$ cat config.mk
export PLATFORM = sky130hd
export DESIGN_NAME = program_load_ctrl_flat
export DESIGN_NICKNAME = d
export VERILOG_FILES = /design/src/rtl/loader_pkg.sv /design/src/rtl/program_load_ctrl_if.sv /design/src/rtl/loader_timeout.sv /design/src/rtl/program_load_ctrl.sv /design/src/flat_wrapper.sv
export SDC_FILE = /design/constraint.sdc
export NUM_CORES = 1
export LEC_CHECK = 0
export CAP_MARGIN = 10
export CORE_MARGIN = 2
export CORE_UTILIZATION = 30
export CTS_CLUSTER_DIAMETER = 100
export CTS_CLUSTER_SIZE = 16
export DETAILED_ROUTE_END_ITERATION = 6
export DONT_BUFFER_PORTS = 1
export PLACE_DENSITY = 0.41
export SETUP_SLACK_MARGIN = 0.5
export SLEW_MARGIN = 20
export SYNTH_ARGS = -nofsm -noshare
export SYNTH_HDL_FRONTEND = slang
export SYNTH_SLANG_ARGS = --single-unit
$ cat constraint.sdc
create_clock -name clock -period 4.7 [get_ports clock]
set_input_delay 0.47 -clock clock [delete_from_list [all_inputs] [get_ports clock]]
set_output_delay 0.47 -clock clock [all_outputs]
set_load 0.02 [all_outputs]
$ cat src/rtl/loader_pkg.sv
// Shared types and codes for the program loader frame parser.
package loader_pkg;

  typedef enum logic [2:0] {
    S_HUNT,
    S_CMD,
    S_ADDR_HI,
    S_ADDR_LO,
    S_LEN,
    S_DATA,
    S_CSUM
  } state_t;

  localparam logic [7:0] CMD_WRITE = 8'h01;
  localparam logic [7:0] CMD_RUN   = 8'h02;

  localparam logic [1:0] ERR_NONE    = 2'd0;
  localparam logic [1:0] ERR_CMD     = 2'd1;
  localparam logic [1:0] ERR_CSUM    = 2'd2;
  localparam logic [1:0] ERR_TIMEOUT = 2'd3;

endpackage

$ cat src/rtl/program_load_ctrl_if.sv
// Byte stream in, memory write port and CPU control/status out.
interface program_load_ctrl_if #(
    parameter int ADDR_WIDTH = 16
);
    logic [7:0]            rx_data;
    logic                  rx_valid;
    logic [ADDR_WIDTH-1:0] mem_addr;
    logic [7:0]            mem_wdata;
    logic                  mem_we;
    logic                  cpu_hold;
    logic [ADDR_WIDTH-1:0] run_addr;
    logic                  run_start;
    logic                  busy;
    logic                  frame_ok;
    logic                  frame_err;
    logic [1:0]            err_code;

    // master: UART side feeding bytes and observing the loader
    modport master (
        output rx_data, rx_valid,
        input  mem_addr, mem_wdata, mem_we, cpu_hold, run_addr, run_start,
               busy, frame_ok, frame_err, err_code
    );

    modport slave (
        input  rx_data, rx_valid,
        output mem_addr, mem_wdata, mem_we, cpu_hold, run_addr, run_start,
               busy, frame_ok, frame_err, err_code
    );
endinterface

$ cat src/rtl/loader_timeout.sv
// Inter-byte idle watchdog: expire pulses on the TIMEOUT_CYCLES-th idle clock.
module loader_timeout #(
    parameter int TIMEOUT_CYCLES = 1250000
) (
    input  logic clock,
    input  logic reset_n,
    input  logic clear,
    input  logic enable,
    output logic expire
);
    localparam int CW = $clog2(TIMEOUT_CYCLES + 1);

    logic [CW-1:0] cnt;

    // A byte in the expiry cycle (clear) suppresses the pulse
    assign expire = enable && !clear && (cnt == CW'(TIMEOUT_CYCLES - 1));

    always_ff @(posedge clock or negedge reset_n) begin
        if (!reset_n)
            cnt <= '0;
        else if (clear || !enable || expire)
            cnt <= '0;
        else
            cnt <= cnt + CW'(1);
    end
endmodule

$ cat src/rtl/program_load_ctrl.sv
// Frame parser/sequencer: validates loader frames, writes payload to program
// memory, and holds/releases the target CPU.
module program_load_ctrl
    import loader_pkg::*;
#(
    parameter int         ADDR_WIDTH     = 16,
    parameter logic [7:0] SYNC_BYTE      = 8'hA5,
    parameter int         TIMEOUT_CYCLES = 1250000
) (
    input  logic               clock,
    input  logic               reset_n,
    program_load_ctrl_if.slave bus
);
    state_t                state_q, state_d;
    logic [7:0]            csum_q, csum_d, csum_add;
    logic [7:0]            hi_q, hi_d;
    logic [ADDR_WIDTH-1:0] addr_q, addr_d;
    logic [8:0]            len_q, len_d;
    logic                  is_run_q, is_run_d;
    logic [15:0]           addr_full;
    logic                  expire;

    logic [ADDR_WIDTH-1:0] mem_addr_q, mem_addr_d;
    logic [7:0]            mem_wdata_q, mem_wdata_d;
    logic                  mem_we_q, mem_we_d;
    logic                  cpu_hold_q, cpu_hold_d;
    logic [ADDR_WIDTH-1:0] run_addr_q, run_addr_d;
    logic                  run_start_q, run_start_d;
    logic                  busy_q, busy_d;
    logic                  ok_q, ok_d;
    logic                  err_q, err_d;
    logic [1:0]            code_q, code_d;

    loader_timeout #(.TIMEOUT_CYCLES(TIMEOUT_CYCLES)) u_timeout (
        .clock  (clock),
        .reset_n(reset_n),
        .clear  (bus.rx_valid),
        .enable (state_q != S_HUNT),
        .expire (expire)
    );

    assign csum_add  = csum_q + bus.rx_data;
    assign addr_full = {hi_q, bus.rx_data};

    always_ff @(posedge clock or negedge reset_n) begin
        if (!reset_n) state_q <= S_HUNT;
        else          state_q <= state_d;
    end

    always_comb begin
        state_d     = state_q;
        csum_d      = csum_q;
        hi_d        = hi_q;
        addr_d      = addr_q;
        len_d       = len_q;
        is_run_d    = is_run_q;
        mem_addr_d  = mem_addr_q;
        mem_wdata_d = mem_wdata_q;
        mem_we_d    = 1'b0;
        cpu_hold_d  = cpu_hold_q;
        run_addr_d  = run_addr_q;
        run_start_d = 1'b0;
        ok_d        = 1'b0;
        err_d       = 1'b0;
        code_d      = ERR_NONE;

        if (bus.rx_valid) begin
            csum_d = csum_add;
            unique case (state_q)
                S_HUNT: begin
                    csum_d = '0;
                    if (bus.rx_data == SYNC_BYTE) state_d = S_CMD;
                end
                S_CMD: begin
                    if (bus.rx_data == CMD_WRITE) begin
                        is_run_d   = 1'b0;
                        cpu_hold_d = 1'b1;
                        state_d    = S_ADDR_HI;
                    end else if (bus.rx_data == CMD_RUN) begin
                        is_run_d = 1'b1;
                        state_d  = S_ADDR_HI;
                    end else begin
                        err_d   = 1'b1;
                        code_d  = ERR_CMD;
                        state_d = S_HUNT;
                    end
                end
                S_ADDR_HI: begin
                    hi_d    = bus.rx_data;
                    state_d = S_ADDR_LO;
                end
                S_ADDR_LO: begin
                    addr_d  = addr_full[ADDR_WIDTH-1:0];
                    state_d = S_LEN;
                end
                S_LEN: begin
                    // LEN of zero encodes a full 256-byte payload
                    len_d   = (bus.rx_data == 8'd0) ? 9'd256 : {1'b0, bus.rx_data};
                    state_d = is_run_q ? S_CSUM : S_DATA;
                end
                S_DATA: begin
                    mem_we_d    = 1'b1;
                    mem_addr_d  = addr_q;
                    mem_wdata_d = bus.rx_data;
                    addr_d      = addr_q + ADDR_WIDTH'(1);
                    len_d       = len_q - 9'd1;
                    if (len_q == 9'd1) state_d = S_CSUM;
                end
                S_CSUM: begin
                    state_d = S_HUNT;
                    if (csum_add == 8'd0) begin
                        ok_d = 1'b1;
                        if (is_run_q) begin
                            run_addr_d  = addr_q;
                            run_start_d = 1'b1;
                            cpu_hold_d  = 1'b0;
                        end
                    end else begin
                        err_d  = 1'b1;
                        code_d = ERR_CSUM;
                    end
                end
                default: state_d = S_HUNT;
            endcase
        end else if (expire) begin
            err_d   = 1'b1;
            code_d  = ERR_TIMEOUT;
            state_d = S_HUNT;
        end

        busy_d = (state_d != S_HUNT);
    end

    always_ff @(posedge clock or negedge reset_n) begin
        if (!reset_n) begin
            csum_q      <= '0;
            hi_q        <= '0;
            addr_q      <= '0;
            len_q       <= '0;
            is_run_q    <= 1'b0;
            mem_addr_q  <= '0;
            mem_wdata_q <= '0;
            mem_we_q    <= 1'b0;
            cpu_hold_q  <= 1'b1;
            run_addr_q  <= '0;
            run_start_q <= 1'b0;
            busy_q      <= 1'b0;
            ok_q        <= 1'b0;
            err_q       <= 1'b0;
            code_q      <= ERR_NONE;
        end else begin
            csum_q      <= csum_d;
            hi_q        <= hi_d;
            addr_q      <= addr_d;
            len_q       <= len_d;
            is_run_q    <= is_run_d;
            mem_addr_q  <= mem_addr_d;
            mem_wdata_q <= mem_wdata_d;
            mem_we_q    <= mem_we_d;
            cpu_hold_q  <= cpu_hold_d;
            run_addr_q  <= run_addr_d;
            run_start_q <= run_start_d;
            busy_q      <= busy_d;
            ok_q        <= ok_d;
            err_q       <= err_d;
            code_q      <= code_d;
        end
    end

    assign bus.mem_addr  = mem_addr_q;
    assign bus.mem_wdata = mem_wdata_q;
    assign bus.mem_we    = mem_we_q;
    assign bus.cpu_hold  = cpu_hold_q;
    assign bus.run_addr  = run_addr_q;
    assign bus.run_start = run_start_q;
    assign bus.busy      = busy_q;
    assign bus.frame_ok  = ok_q;
    assign bus.frame_err = err_q;
    assign bus.err_code  = code_q;
endmodule

$ cat src/flat_wrapper.sv
// flat-port wrapper written by rule: the top's interface ports become plain ports
module program_load_ctrl_flat import loader_pkg::*;
#(
    parameter int         ADDR_WIDTH     = 16,
    parameter logic [7:0] SYNC_BYTE      = 8'hA5,
    parameter int         TIMEOUT_CYCLES = 1250000
)
  (clock, reset_n, bus_rx_data, bus_rx_valid, bus_mem_addr, bus_mem_wdata, bus_mem_we, bus_cpu_hold, bus_run_addr, bus_run_start, bus_busy, bus_frame_ok, bus_frame_err, bus_err_code);
  program_load_ctrl_if #(.ADDR_WIDTH(ADDR_WIDTH)) bus_i ();
  input  logic clock;
  input  logic reset_n;
  input wire logic [$bits(bus_i.rx_data)-1:0] bus_rx_data;
  input wire logic [$bits(bus_i.rx_valid)-1:0] bus_rx_valid;
  output wire logic [$bits(bus_i.mem_addr)-1:0] bus_mem_addr;
  output wire logic [$bits(bus_i.mem_wdata)-1:0] bus_mem_wdata;
  output wire logic [$bits(bus_i.mem_we)-1:0] bus_mem_we;
  output wire logic [$bits(bus_i.cpu_hold)-1:0] bus_cpu_hold;
  output wire logic [$bits(bus_i.run_addr)-1:0] bus_run_addr;
  output wire logic [$bits(bus_i.run_start)-1:0] bus_run_start;
  output wire logic [$bits(bus_i.busy)-1:0] bus_busy;
  output wire logic [$bits(bus_i.frame_ok)-1:0] bus_frame_ok;
  output wire logic [$bits(bus_i.frame_err)-1:0] bus_frame_err;
  output wire logic [$bits(bus_i.err_code)-1:0] bus_err_code;
  assign bus_i.rx_data = bus_rx_data;
  assign bus_i.rx_valid = bus_rx_valid;
  assign bus_mem_addr = bus_i.mem_addr;
  assign bus_mem_wdata = bus_i.mem_wdata;
  assign bus_mem_we = bus_i.mem_we;
  assign bus_cpu_hold = bus_i.cpu_hold;
  assign bus_run_addr = bus_i.run_addr;
  assign bus_run_start = bus_i.run_start;
  assign bus_busy = bus_i.busy;
  assign bus_frame_ok = bus_i.frame_ok;
  assign bus_frame_err = bus_i.frame_err;
  assign bus_err_code = bus_i.err_code;
  program_load_ctrl #(.ADDR_WIDTH(ADDR_WIDTH), .SYNC_BYTE(SYNC_BYTE), .TIMEOUT_CYCLES(TIMEOUT_CYCLES)) u_core (.clock(clock), .reset_n(reset_n), .bus(bus_i));
endmodule
* Word-level counts from Yosys, hierarchy flattened
Cells that the tools add are included.
W data, S select, Z words.
** Storage, ports and cells
- Bits in registers :: 114
- Latch bits :: 0
- Memory bits (writable) :: 0
- Memory bits (read-only) :: 0
- Logic and storage cells :: 97
- Memories kept :: 0
** Operators by class
- Add/subtract/negate cells :: 4
- Multiply operators :: 0
- Divide/modulo/power cells :: 0
- $lt $le $gt $ge :: 0
- Equal/unequal tests :: 14
- Shift-type cells :: 0
- Mux-type cells :: 40
- Bitwise logic cells :: 0
- Reductions and logical operators :: 22
** Operator list (count)
- $pmux W16 S2 :: 1
- $add A21 B1 Y21 const B :: 1
- $eq A21 B21 Y1 const B :: 1
- $mux W21 :: 1
- $mux W1 :: 20
- $pmux W3 S6 :: 1
- $pmux W9 S2 :: 1
- $add A16 B1 Y16 const B :: 1
- $logic_not A8 Y1 :: 2
- $mux W3 :: 5
- $mux W2 :: 6
- $eq A3 B3 Y1 const B :: 3
- $eq A9 B1 Y1 const B :: 1
- $mux W9 :: 1
- $sub A9 B1 Y9 const B :: 1
- $add A8 B8 Y8 :: 1
- $eq A8 B1 Y1 const B :: 1
- $eq A8 B2 Y1 const B :: 1
- $eq A8 B8 Y1 const B :: 1
- $mux W8 :: 1
- $reduce_and A2 Y1 :: 4
- $reduce_bool A2 Y1 :: 4
- $eq A3 B2 Y1 const B :: 2
- $ne A2 B1 Y1 const B :: 3
- other kinds (11) :: 16

* Logic depth before layout (Yosys ltp)
Gate-level depths: netlist of the first run.
- Word-level depth :: 6
- Gate-level depth with buffers :: 9
- Mapped depth without buffers :: 8

* By module
A second synthesis of the first run with hierarchy kept.
** Second synthesis, totals
- Cells, all modules :: 561
- Area total of the unflattened synthesis :: 5773.0 um2
** Modules (own cells, without submodules)
- program_load_ctrl :: times used 1, cells each 444, area each 4665.7 um2, sequential area each 2328.5 um2
- loader_timeout :: times used 1, cells each 117, area each 1107.3 um2, sequential area each 525.5 um2

* Worst setup path after synthesis of the first run
OpenSTA, ideal clock, no wires.
- Path type :: input to register
- Start :: in bus_rx_data[0]
- End :: reg u_core.run_addr_q[10], in the netlist u_core.bus.run_addr[10]
- Arrival time :: 2.788 ns
- Required time :: 4.575 ns
- Slack :: 1.787 ns
- Stages on the path :: 9
- Path through :: ha_1 > fa_1 > a211oi_2 > nor2_1 > xnor2_1 > o2111ai_2 > nor4_4 > buf_8 > mux2_4
** On the way
- Longest elaborated chain between the ends :: 3
** Ends and longest elaborated chain
- start: declaration :: RTL line flat_wrapper.sv:12 : input wire logic [$bits(bus_i.rx_data)-1:0] bus_rx_data;
- $add A8 B8 Y8 :: RTL line program_load_ctrl.sv:42 : assign csum_add = csum_q + bus.rx_data;
- $logic_not A8 Y1 :: RTL line program_load_ctrl.sv:111 : if (csum_add == 8'd0) begin
- $reduce_and A4 Y1 (no line)
- end signal: assignment :: RTL line program_load_ctrl.sv:161 : run_addr_q <= run_addr_d;
- end: declaration :: RTL line program_load_ctrl.sv:27 : logic [ADDR_WIDTH-1:0] run_addr_q, run_addr_d;
Every way passes these cells.
A chain may end at the register's enable or synchronous reset.

* Worst setup path in the final report of the first run
- Start :: reg u_core.csum_q[0]
- End :: reg u_core.run_addr_q[15], in the netlist u_core.bus.run_addr[15]
** On the way
- Longest elaborated chain between the ends :: 3
** Ends and longest elaborated chain
- start: declaration :: RTL line program_load_ctrl.sv:15 : logic [7:0] csum_q, csum_d, csum_add;
- start signal: assignment :: RTL line program_load_ctrl.sv:152 : csum_q <= csum_d;
- $add A8 B8 Y8 :: RTL line program_load_ctrl.sv:42
- $logic_not A8 Y1 :: RTL line program_load_ctrl.sv:111
- $reduce_and A4 Y1 (no line)
Every way passes these cells.

==> results.md, run 1 <==
- Status: complete, but fails checks
- Failing checks: design-rule violations, negative hold slack
- Crit path DAT: 3220 ps
- Unique masters post-synth: 54
- Critical path endpoint category: flip-flop
- Crit start category: flip-flop
- Num Clock Sinks: 114
- Leak Pwr: 2.93 nW
- Clock period minus worst slack: 2940 ps
- Most frequent cell after synthesis: dfrtp_1
- Area leader, netlist: dfrtp_1
- Largest net degree at the start of global routing: roughly 120
- # DRC: 4
- Die area: 19600 um2
- Gpl congestion: 0.840
- Ratio of final minimum period to clock period: 62.5%
- Initial core utilization: 30.7%
- Initial antenna violation count: 0
- Synth warn: 0
- Vias in the first global route: 3900
- Crit path required time: roughly 5000 ps
- CTS Root Cell: clkbuf_16
- R2R cell count: 9
- Post-Syn Area: 5560 um2
- Worst Tran Pin Value: 905 ps
- WS Path Type: flip-flop to flip-flop
- # rows: between 40 and 50
- Power, Total: approximately 2.3 mW
- Most used DFF post-synth: dfrtp_1
- Avg Cell Area, Syn: 10.5 um2
- Setup Viol. Count Final: 0
- Aggregate negative setup slack: 0 ps
- Worst skew pair latency: approximately 400 ps
- Synth cell count leaders: dfrtp_1 (113), nor2_1 (63), mux2_2 (38)
- Die H: 140 um
- Synthesized instance count: 530
- Slew HR: 39.1%
- Core ar.: 18100 um2
- Net count, final: 552
- TritonCTS Buffers: 17
- Post-CTS Setup Repair Bufs: 0
- Number of fill cells: 1795
- Die W: ~140 um
- Syn_nets: 553
- Register bit count reported by yosys: 114
- Layout Area Growth over Synthesis: 15.0%
- PortBufs: 0
- Drt pass-1 iters: 7
- First-pass GRT wire length: 21700 um
- Post-synth EDFFs: 0
- FMAX: roughly 340 MHz
- Max-cap check violation count: 0
- Sequential fraction of the synthesis area: 51.3%
- Layout cells sized above 1: 16.5%
- Iter 0 DRT Violations: 202
- Global route overflow: 0
- Synth async-reset ratio: 100%
- RSZ-0062 raised after global routing: false
- Total track usage: 14.3%
- Placed Area: 5760 um2
- Vias per inst: 5.13
- Cell area after layout: 6390 um2
- HP Class: primary input to asynchronous set/reset pin
- Number of routed nets with antenna violations: 0
- Multi-input gate area: 2550 um2
- Post-place setup slack: 1670 ps
- Clk buf depth: 2
- Clock skew: 6.34 ps
- Worst-path clk slew: about 50 ps
- Vias: 3940
- Ant. Diodes: 0
- Detailed Place HPWL: between 8000 and 9000 um
- Htree depth: 4
- WHS: -17.4 ps
- Final Hold Viols: 5
- Top cell type's share of synthesized area: 50.9%
- Max-slew violations: 0
- IO Pins: 59
- Wire per inst: 17.3 um
- Final setup margin: 1760 ps
- Worst vdd ir: 0.000232 V
- CP max FO: 17
- Ranking of synthesized cells by area: dfrtp_1 (51%), mux2_2 (7.7%), nor2_1 (4.3%)
- Cell area power density: 366 nW/um2
- Post_cts resized: 0
- CTS tree: yes
- Storage element area: 2850 um2
- Final wirelength: 13300 um
logic make-up (layout without fill, tap and decap cells):
logic type / Yosys count / in the layout / share of synthesized area [%]
xor gates and xnor gates: 27 / 27 / 4.39
muxes: 47 / 47 / 10.1
DFF: 114 / 114 / 51.3
buffers and inverters: 38 / 47 / 2.90
adders and majority gates: 12 / 12 / 2.84
and+or+nand+nor: 184 / 184 / 16.6
AOI/OAI and AO/OA: 108 / 108 / 11.8
final timing paths:
kind                                           end  slack, ps               startpoint
setup / recovery           u_core.bus.run_addr[15]       1760         u_core.csum_q[0]
hold reg to reg            u_core.u_timeout.cnt[0]        500  u_core.u_timeout.cnt[0]
hold / removal              u_core.bus.mem_addr[8]        -20                  reset_n
max in group asynchronous   u_core.bus.run_addr[4]       4200                  reset_n
min in group clock                 u_core.is_run_q        140           bus_rx_data[0]
setup reg to reg           u_core.bus.run_addr[15]       1760         u_core.csum_q[0]
area by class of cell:
| cell class | instances | share of cell area [%] |
|---|---|---|
| Timing Repair Buffer | 4 | 0.783 |
| Inverter | 14 | 0.822 |
| Tap cell | 229 | 4.48 |
| Sequential cell | 114 | 44.6 |
| Multi-Input combinational cell | 378 | 39.8 |
| Clock buffer | 25 | 8.37 |
| Clock inverter | 4 | 1.10 |
power breakdown:
group | switching, mW | internal (mW)
Sequential | 0.00217 | 0.985
Combinational | 0.0364 | 0.0156
Clock | 0.420 | 0.882
metal layers:
metal  routed length (um)  part of all wire [%]  up-vias  GRT usage, %
li1                     -                     -     1901             -
met1                 6350                    48     1969          18.8
met2                 6360                    48       66          22.4
met3                  512                   3.8        4          4.89
met4                   82                  0.62        0          4.09
met5                    0                     0        -             0
state kept, by name (all words and copies together) (netlist names), 8 cells and up:
name                  count
u_core.addr_q            16
u_core.bus.mem_addr      16
u_core.csum_q             8
u_core.u_timeout.cnt     21
u_core.len_q              9
u_core.bus.mem_wdata      8
u_core.hi_q               8
u_core.bus.run_addr      16
placed cells by master, fill, tap and decap left out, drive strengths merged, types with 6 or more instances in the layout:
master    n
ha       11
nor3      7
nand2    36
mux2     47
nand2b    6
nand3    24
o22a      6
o21ai    31
dfrtp   113
nor4      7
and3     11
xor2     18
nor2     63
inv      14
xnor2     9
a21oi    36
o22ai     9
clkbuf   25
a31oi     6
worst max-delay path: stages, from the launching register on:
cell and delay, ps:
dfrtp_1 380, ha_1 210, fa_1 420, a211oi_2 230, nor2_1 90, xnor2_1 280
o2111ai_2 250, nor4_4 240, buf_4 340, mux2_2 380
through the flow:
step | cells | hold WS, ps | utilization (%)
2_1_floorplan | 530 | 174 | -
5_1_grt | 768 | 31.3 | 35.4
4_1_cts | 768 | 36.8 | 35.4
3_3_place_gp | 738 | 180 | 31.9
6_report | 768 | -17.4 | 35.4
3_5_place_dp | 738 | 180 | 31.9
repair_timing:
item	4_1_cts	5_1_grt
hold buffers	1	0
setup endpoints to repair	0	0
endpoints found under the hold margin	114	0
No activity file was read; power rests on OpenSTA's default activity.
==> inputs of run 2 (changes only) <==
--- a/config.mk
+++ b/config.mk
@@ -12,7 +12,7 @@
 export CTS_CLUSTER_SIZE = 16
 export DETAILED_ROUTE_END_ITERATION = 6
 export DONT_BUFFER_PORTS = 1
-export PLACE_DENSITY = 0.41
+export PLACE_DENSITY = 0.42
 export SETUP_SLACK_MARGIN = 0.5
 export SLEW_MARGIN = 20
 export SYNTH_ARGS = -nofsm -noshare
==> constraint.sdc (replaced) <==
create_clock -name clock -period 2.5 [get_ports clock]
set_input_delay 0.25 -clock clock [delete_from_list [all_inputs] [get_ports clock]]
set_output_delay 0.25 -clock clock [all_outputs]
set_load 0.02 [all_outputs]
==> results.md, run 2 (synthesis gave the netlist of run 1 again) <==
- Layout cells sized above 1: 23.9% (+7.4 points)
- Largest Register: u_core.u_timeout.cnt
- Crit path DAT: 2870 ps (-350 ps)
- Cts hold-fix bufs: 8 (+7)
- R2R cell count: 9 (unchanged)
- First-pass GRT wire length: 23500 um (+8.2%)
- Largest net degree at the start of global routing: 115 (unchanged)
- Gpl congestion: 0.770 (-8.4%)
- Drt pass-1 iters: 7 (unchanged)
- Failing checks: design-rule violations, negative hold slack, negative setup slack
- Commonest non-fill, non-tap cell in the layout: dfrtp_1
- Post-Route Utilization: 37.6% (+2.3 points)
- Die W: 140 um (unchanged)
- Die area: 19600 um2 (unchanged)
- Leak Pwr: 3.06 nW (+4.6%)
- Global route overflow: 0 (unchanged)
- Detailed Place HPWL: 8810 um (-0.56%)
- Worst-path clk slew: 60 ps (about the same)
- Iter 0 DRT Violations: 255 (+26%)
- TritonCTS Buffers: 17 (unchanged)
- Final Hold Viols: 117 (+112)
- Max-slew violations: 0 (unchanged)
- Final setup margin: -64.1 ps (-1830 ps)
- Multi-input gate area: 2740 um2 (+7.4%)
- WS Path Type: flip-flop to flip-flop
- IO Pins: 59 (unchanged)
- Reg2reg start: u_core.csum_q[0]
- Initial antenna violation count: 0 (unchanged)
- Net count, final: 578 (+4.7%)
- CTS tree: yes
- R2R Path End: u_core.bus.run_addr[0]
- Crit start category: flip-flop
- Slew HR: 55.2% (+16 points)
- CP max FO: 17 (unchanged)
- Setup Viol. Count Final: 16 (+16)
- CTS Root Cell: clkbuf_16
- Ant. Diodes: 0 (unchanged)
- Number of flip-flops in the largest register: 21 (unchanged)
- Ratio of final minimum period to clock period: 103% (+40 points)
- HP Class: primary input to asynchronous set/reset pin
- Clock skew: 8.50 ps (+2.16 ps)
- Worst skew pair latency: 420 ps (+20 ps)
- Final wirelength: 14400 um (+8.0%)
- Cell area power density: 643 nW/um2 (+76%)
- Vias in the first global route: 4178 (+7.1%)
- Htree depth: 4 (unchanged)
- # DRC: 1 (-3)
- Initial core utilization: 30.7% (unchanged)
- Num Clock Sinks: 114 (unchanged)
- Crit path required time: 2800 ps (-2190 ps)
- Number of routed nets with antenna violations: 0 (unchanged)
- Total track usage: 15.7% (+1.4 points)
- Crit path to: u_core.bus.run_addr[0]
- Clk buf depth: 2 (unchanged)
- Vias per inst: 5.11 (-0.39%)
- Core ar.: 18100 um2 (unchanged)
- Critical path endpoint category: flip-flop
- Clock period minus worst slack: 2560 ps (-372 ps)
- Wire per inst: 18.0 um (+4.1%)
- Die H: 140 um (unchanged)
- WHS: -468 ps (-451 ps)
- # rows: 49 (unchanged)
- R2r setup slk: -60 ps (-1830 ps)
- RSZ-0062 raised after global routing: true
- Commonest non-fill, non-tap cells in the layout: dfrtp_1 (112), nor2_1 (62), nand2_1 (36)
- Crit. Startpoint: u_core.csum_q[0]
- Status: complete, but fails checks
- Number of fill cells: 1778 (-0.95%)
- PortBufs: 0 (unchanged)
- Max-cap check violation count: 0 (unchanged)
- Vias: 4073 (+3.4%)
- Storage element area: 2860 um2 (about the same)
- Worst Tran Pin Value: 670 ps (-235 ps)
- Layout Area Growth over Synthesis: 22.4%
- FMAX: 390 MHz (+14%)
- Worst vdd ir: 0.000458 V (+98%)
[run 2: critical path: stages, from the launching register on]
cell and delay (ps):
dfrtp_1 380, ha_2 190, fa_2 340, a211oi_2 220, o21bai_1 110, a21oi_2 180
xnor2_2 110, nor4_4 330, buf_12 230, mux2_2 350
[run 2: repair_timing]
action,CTS,global route
gates resized for setup,19,21
buffers inserted,4,2
setup endpoints to repair,25,34
hold endpoints to repair,140,118
pin swaps,4,5
[run 2: through the flow]
stage | setup TNS, ps | std cells | instance area [um2] | total power, mW | setup slack, ps
after global placement | -381 | 751 | 5900 | 1.95 | -42.9
after global routing | -3060 | 797 | 6800 | 4.54 | -214
after detailed placement | -1140 | 751 | 5900 | 1.95 | -92.5
after CTS | -696 | 795 | 6700 | 4.44 | -66.5
final | -608 | 797 | 6800 | 4.37 | -64.1
after floorplan | -1370 | 530 | 5580 | 1.94 | -141
[run 2: report_power, final]
part           switching [mW]  internal, mW
clock network           0.899          1.52
registers             0.00367          1.85
logic                  0.0548        0.0473
total                   0.957          3.41
[run 2: how the worst min path moves through the flow]
stage                               end  slack (ps)  cells after the start
2_1_floorplan          u_core.addr_q[0]         -50                      0
3_3_place_gp     u_core.bus.mem_addr[7]         -40                      0
3_5_place_dp   u_core.u_timeout.cnt[13]         -40                      0
4_1_cts          u_core.bus.mem_addr[8]        -490                      0
5_1_grt          u_core.bus.mem_addr[8]        -500                      0
6_report        u_core.bus.run_addr[12]        -470                      0
[run 2: per-layer routing]
metal,share of wire (%),up-vias,GRT usage (%)
met5,0,-,0
met4,1.3,0,5.64
met3,5.8,16,5.09
met2,45,94,23.4
met1,48,2016,21.4
li1,-,1947,-
[run 2: final cells by class]
class                   instances  area share, %
clock buffers                  20           6.71
clock inverters                12           1.95
inverters                      14          0.772
multi-input cells             378           40.2
flip-flops and latches        114           42.0
well taps                     229           4.21
repair buffers                 30           4.19
